File: config.mk
export PLATFORM = sky130hd
export DESIGN_NAME = seq_pattern_tx
export DESIGN_NICKNAME = d
export VERILOG_FILES = /design/src/rtl/seq_pattern_tx.sv
export SDC_FILE = /design/constraint.sdc
export NUM_CORES = 1
export LEC_CHECK = 0
export ABC_AREA = 0
export BUFFER_PORTS_ARGS = -buffer_cell sky130_fd_sc_hd__buf_2
export CAP_MARGIN = 20
export CORE_ASPECT_RATIO = 0.6
export CORE_MARGIN = 3
export CORE_UTILIZATION = 40
export DETAILED_ROUTE_END_ITERATION = 7
export GPL_TIMING_DRIVEN = 0
export PLACE_DENSITY = 0.58
export SLEW_MARGIN = 10
export SYNTH_ARGS = -nofsm -noshare
export SYNTH_HDL_FRONTEND = slang
export SYNTH_SLANG_ARGS = --single-unit
File: constraint.sdc
create_clock -name clk -period 5.75 [get_ports clk]
set_clock_uncertainty 0.1 [all_clocks]
set_input_delay 1.15 -clock clk [delete_from_list [all_inputs] [get_ports clk]]
set_output_delay 1.15 -clock clk [all_outputs]
set_load 0.05 [all_outputs]
File: src/rtl/seq_pattern_tx.sv
// ============================================================================
// Module   : seq_pattern_tx
// Brief    : Serial pattern transmitter (1..8 bits, 1..16 frames, idle gaps).
// Revision : 1.0 - initial release
// ============================================================================
`default_nettype none

module seq_pattern_tx (
  input  logic       clk,
  input  logic       rst,
  input  logic       i_start,
  input  logic [7:0] i_pattern,
  input  logic [2:0] i_len,
  input  logic [3:0] i_reps,
  input  logic [3:0] i_gap,
  output logic       o_ser_out,
  output logic       o_ser_valid,
  output logic       o_busy,
  output logic       o_done
);

  typedef enum logic [1:0] {
    S_IDLE  = 2'd0,
    S_SHIFT = 2'd1,
    S_GAP   = 2'd2,
    S_DONE  = 2'd3
  } state_t;

  state_t     r_state,   w_state_nxt;
  logic [7:0] r_pat,     w_pat_nxt;
  logic [2:0] r_len,     w_len_nxt;
  logic [3:0] r_gap,     w_gap_nxt;
  logic [2:0] r_bit_cnt, w_bit_cnt_nxt;
  logic [3:0] r_frm_cnt, w_frm_cnt_nxt;
  logic [3:0] r_gap_cnt, w_gap_cnt_nxt;

  always_ff @(posedge clk) begin
    if (rst) begin
      r_state   <= S_IDLE;
      r_pat     <= 8'd0;
      r_len     <= 3'd0;
      r_gap     <= 4'd0;
      r_bit_cnt <= 3'd0;
      r_frm_cnt <= 4'd0;
      r_gap_cnt <= 4'd0;
    end else begin
      r_state   <= w_state_nxt;
      r_pat     <= w_pat_nxt;
      r_len     <= w_len_nxt;
      r_gap     <= w_gap_nxt;
      r_bit_cnt <= w_bit_cnt_nxt;
      r_frm_cnt <= w_frm_cnt_nxt;
      r_gap_cnt <= w_gap_cnt_nxt;
    end
  end

  always_comb begin
    w_state_nxt   = r_state;
    w_pat_nxt     = r_pat;
    w_len_nxt     = r_len;
    w_gap_nxt     = r_gap;
    w_bit_cnt_nxt = r_bit_cnt;
    w_frm_cnt_nxt = r_frm_cnt;
    w_gap_cnt_nxt = r_gap_cnt;
    case (r_state)
      S_IDLE: begin
        if (i_start) begin
          w_pat_nxt     = i_pattern;
          w_len_nxt     = i_len;
          w_gap_nxt     = i_gap;
          w_bit_cnt_nxt = i_len;
          w_frm_cnt_nxt = i_reps;
          w_gap_cnt_nxt = 4'd0;
          w_state_nxt   = S_SHIFT;
        end
      end
      S_SHIFT: begin
        if (r_bit_cnt != 3'd0) begin
          w_bit_cnt_nxt = r_bit_cnt - 3'd1;
        end else if (r_frm_cnt == 4'd0) begin
          w_state_nxt = S_DONE;
        end else if (r_gap == 4'd0) begin
          // Back-to-back frame: reload without leaving SHIFT
          w_bit_cnt_nxt = r_len;
          w_frm_cnt_nxt = r_frm_cnt - 4'd1;
        end else begin
          w_gap_cnt_nxt = r_gap - 4'd1;
          w_state_nxt   = S_GAP;
        end
      end
      S_GAP: begin
        if (r_gap_cnt != 4'd0) begin
          w_gap_cnt_nxt = r_gap_cnt - 4'd1;
        end else begin
          w_bit_cnt_nxt = r_len;
          w_frm_cnt_nxt = r_frm_cnt - 4'd1;
          w_state_nxt   = S_SHIFT;
        end
      end
      S_DONE:  w_state_nxt = S_IDLE;
      default: w_state_nxt = S_IDLE;
    endcase
  end

  // Outputs decode registered state only
  assign o_ser_valid = (r_state == S_SHIFT);
  assign o_ser_out   = (r_state == S_SHIFT) & r_pat[r_bit_cnt];
  assign o_busy      = (r_state != S_IDLE);
  assign o_done      = (r_state == S_DONE);

endmodule

`default_nettype wire

Yosys cells after proc, flatten, opt, wreduce, memory -nomap -nowiden. Index checks and enable logic that the tools add are counted.

Add/sub/neg operators: 4. $lt $le $gt $ge: 1. Equal/unequal tests: 13. Muxes and demuxes: 26. Bitwise gates (word level): 1. Reductions and logical operators: 12.

Operators by type and width (count): two-way mux 4 bit (10); case mux 4 bit (3 select lines) (2); two-way mux 3 bit (5); inequality test 2 bit, second input constant (6); AND reduction 6 bit (2); subtractor 4 x 1 -> 4 bit, second input constant (3); two-way mux 2 bit (5); case mux 3 bit (3 select lines) (1); zero test 4 bit (2); case mux 2 bit (4 select lines) (1); inequality test 3 bit, second input constant (2); nonzero test 3 bit (2); AND reduction 5 bit (1); equality test 2 bit, second input constant (2); less-than comparator 3 x 4 -> 1 bit, second input constant (1); AND reduction 4 bit (1); nonzero test 4 bit (1); binary-select mux 1 bit (select 3 bit) (1); inequality test 3 x 1 -> 1 bit, second input constant (1); subtractor 3 x 1 -> 3 bit, second input constant (1); equality test 2 x 1 -> 1 bit, second input constant (1); zero test 2 bit (1); inequality test 2 x 1 -> 1 bit, second input constant (1); AND reduction 2 bit (1); 3 further kinds (3).

Flip-flop bits (word level): 28. Input bits: 22. Output and inout bits: 4. Logic and storage cells: 64.

Longest topological paths before layout.
Depth in word-level cells: 5. Mapped depth: 8. Depth with buffers taken out: 7.

Worst setup path before layout. Ideal clock, no wire load.

Path kind: reg2out. Start: register r_state[1]. End: output port o_ser_out. Data arrival time: 1856 ps. Required time: 4500 ps. Path slack: 2644 ps. Stages on the path, launching flop included: 5. Path buffers: 0. Cells stage by stage: dfxtp_1 inv_1 ha_1 inv_1 nor2_1.

Cells in the longest elaborated chain, start to end: 2.

RTL lines: from (decl) (line 29) `state_t r_state, w_state_nxt;`; from (signal assigned) (line 47) `r_state <= w_state_nxt;`; equality test 2 x 1 -> 1 bit; net o_ser_valid (line 17) `output logic o_ser_valid,`; AND 1 bit (line 107) `assign o_ser_out = (r_state == S_SHIFT) & r_pat[r_bit_cnt];`; to (decl) (line 16) `output logic o_ser_out,`.

The timed path passes the listed nets, and every way through them passes these cells.

Final worst setup path.
Start: register r_bit_cnt[0]. End: output port o_ser_out.

Cells in the longest elaborated chain, start to end: 3.

RTL lines: from (decl) (line 33) `logic [2:0] r_bit_cnt, w_bit_cnt_nxt;`; from (signal assigned) (line 51) `r_bit_cnt <= w_bit_cnt_nxt;`; binary-select mux 1 bit (select 3 bit) (line 107); two-way mux 1 bit (not written as such) (line 107); AND 1 bit (line 107).

No other way between the ends. The select of a mux whose other input is x is not followed.

==> flow_metrics.tcl <==
set metrics [dict create \
    drtIter0Drc 55 \
    rsz0062_at_grt "false" \
    cts_tree "yes" \
    grt-ovfl-total 0 \
    power_w 0.00109 \
    leakagePower_nw 0.756 \
    synth_edf_count 0 \
    postRouteAntennaNets 0 \
    yosysTopAreaCellShare_pct 34.5 \
    slew_violations 0 \
    ys_top_cells_by_count "nand2_1 (36), dfxtp_1 (28), a21oi_1 (23), nor2_1 (13), inv_1 (11)" \
    peakVddDrop_mv 0.268 \
    cp-start-kind "flop" \
    cts_root_buf "clkbuf_8" \
    fin_tns_setup_ns 0 \
    grt_pass1_vias 1406 \
    row_count 17 \
    route.detailed.drc 0 \
    yosysMostFrequentCell "nand2_1" \
    final_cells 271 \
    synth_top_cell_by_area "dfxtp_1" \
    cts.sinks 28 \
    final_hold_viol_count 0 \
    clkLatencyLatePin_ns 0.28 \
    area_growth_syn_to_layout_pct 15.7 \
    ys_ff_latch 28 \
    synthCells 195 \
    synth_fp_nets 224 \
    wl_mm 4.07 \
    path_class "flop to output port" \
    grtUsageTotal_pct 17.4 \
    dieArea_um2 4890 \
    place.gp.congestion 0.829 \
    clk_path_buf_depth 2 \
    avgSynthCellArea_um2 8.33 \
    hold_buffers 0 \
    antenna_found_initial 0 \
    end_kind "output port" \
    place_ws_ns 3.11 \
    synth_area_leaders "dfxtp_1 (35%), nand2_1 (8.3%), a21oi_1 (7.1%)" \
    grt_pass1_wl_mm 6.76 \
    synth_cell_types 48 \
    hp-start "r_pat[3]" \
    numCtsBuffers 3 \
    synth_ff_type "dfxtp_1" \
    placed_cells 267 \
    min_path_type "flop to flop" \
    fmax_ghz 0.342 \
    crit_start "r_bit_cnt[0]" \
    drive_above_1_share_pct 19.2 \
    fin_nets 254 \
    fillCellCount 391 \
    htree_num_levels 1 \
    antennaDiodeCount 0 \
    regToRegStartpoint "r_bit_cnt[0]" \
    crit_fanout 4 \
    outcome "complete, no violations" \
    maxSlewHeadroom_pct 56.6 \
    io_buffers 25 \
    wl_per_cell_um 15.0 \
    final_util_pct 49.6 \
    finalCritPeriodShare_pct 50.8 \
    layout_min_cycle_time_ns 2.92 \
    async_flop_share_pct 0 \
    coreArea_um2 3790 \
    powerDensity_nw_per_um2 581 \
    dr.pass1.iters 4 \
    worst_pin_slew_ns 0.649 \
    yosys_warnings 0 \
    die_h_um 55.4 \
    grt_max_degree 17 \
    cts_setup_buffers 0 \
    num_io_pins 26 \
    syn_area_um2 1620 \
    hpwl_mm 3.13 \
    cts_resized 0 \
    layout_setup_ws_ns 2.83 \
    drv_cap 0 \
    cp.required_ns 4.50 \
    fp.dieW_um 88.3 \
    vias_per_cell 5.49 \
    setup_viol 0 \
    critPathArrivalTime_ns 1.67 \
    clk_pin_slew_ns 0.10 \
    start_util_pct 42.9 \
    ys_seq_area_share_pct 34.5 \
    num_vias 1488 \
]
## worst max-delay path, cell delays in order (launching register included)
cell,delay (ns)
dfxtp_1,0.45
mux4_2,0.54
mux2i_1,0.14
nor2_1,0.05
buf_2,0.21
## through the flow
stage / hold slack, ns / area, um2
finish: 0.366 / 1880
global placement: 0.340 / 1810
detailed placement: 0.355 / 1810
global route: 0.384 / 1880
CTS: 0.369 / 1880
floorplan: 0.333 / 1620
## power breakdown
part / total (W) / internal [W] / leakage [nW] / switching [W]
registers: 0.000319 / 0.000250 / 0.230 / 0.0000687
clock network: 0.000160 / 0.0000934 / 0.0357 / 0.0000670
logic: 0.000612 / 0.000259 / 0.490 / 0.000353
total: 0.00109 / 0.000602 / 0.756 / 0.000489
## layer usage
layer	GRT usage (%)	routed length, um	vias to the layer above
met5	0	0	-
met4	4.74	40	0
met3	4.17	178	6
met2	24.1	1690	26
met1	26.4	2160	710
li1	-	-	746
## sequential cells by signal (all words and copies together), names as in the netlist
signal and flops:
r_frm_cnt 4, r_pat 8, r_gap 4, r_len 3
r_state 2, r_bit_cnt 3, r_gap_cnt 4
## cells in the final DEF, fill, tap and decap left out, types with 2 or more instances in the layout
cell	Yosys	routed
clkbuf_8	1	4
mux2i_1	6	6
or2b_2	2	2
o211ai_1	4	4
mux4_2	2	2
a21oi_1	23	23
nand3_1	5	5
ha_1	7	7
nand2b_1	4	4
xnor2_1	2	2
a211oi_1	2	2
clkbuf_1	6	6
buf_2	1	26
nor4_1	2	2
and2b_2	2	2
o21ai_0	7	7
nor2_1	13	13
o31ai_1	3	3
dfxtp_1	28	28
nor3b_1	2	2
nand2_1	36	36
inv_1	11	11
## final timing paths
path,end,slack (ns),cells after the start
min,r_pat[3],0.37,2
max,o_ser_out,2.83,4
min reg2reg,r_pat[3],0.37,2
max reg2reg,r_gap_cnt[0],3.52,8
## layout make-up
| type | count | area [um2] | area share, % |
|---|---|---|---|
| plain buffers | 10 | 53.8 | 2.86 |
| flip-flops and latches | 28 | 561 | 29.8 |
| repair buffers | 25 | 125 | 6.66 |
| multi-input cells | 146 | 968 | 51.5 |
| inverters | 11 | 41.3 | 2.20 |
| clock buffers | 3 | 41.3 | 2.20 |
| clock inverters | 1 | 30.0 | 1.60 |
| well taps | 47 | 58.8 | 3.13 |
## kinds of logic after synthesis
kind of cell / count (synthesis) / synth area share [%]
DFF: 28 / 34.5
muxes: 8 / 6.47
buffers and inverters: 21 / 5.85
xor gates and xnor gates: 3 / 1.62
AOI/OAI and AO/OA: 52 / 22.5
adders and majority gates: 7 / 5.39
and+or+nand+nor: 76 / 23.7
Note: power is estimated with default switching activity, not from simulation.
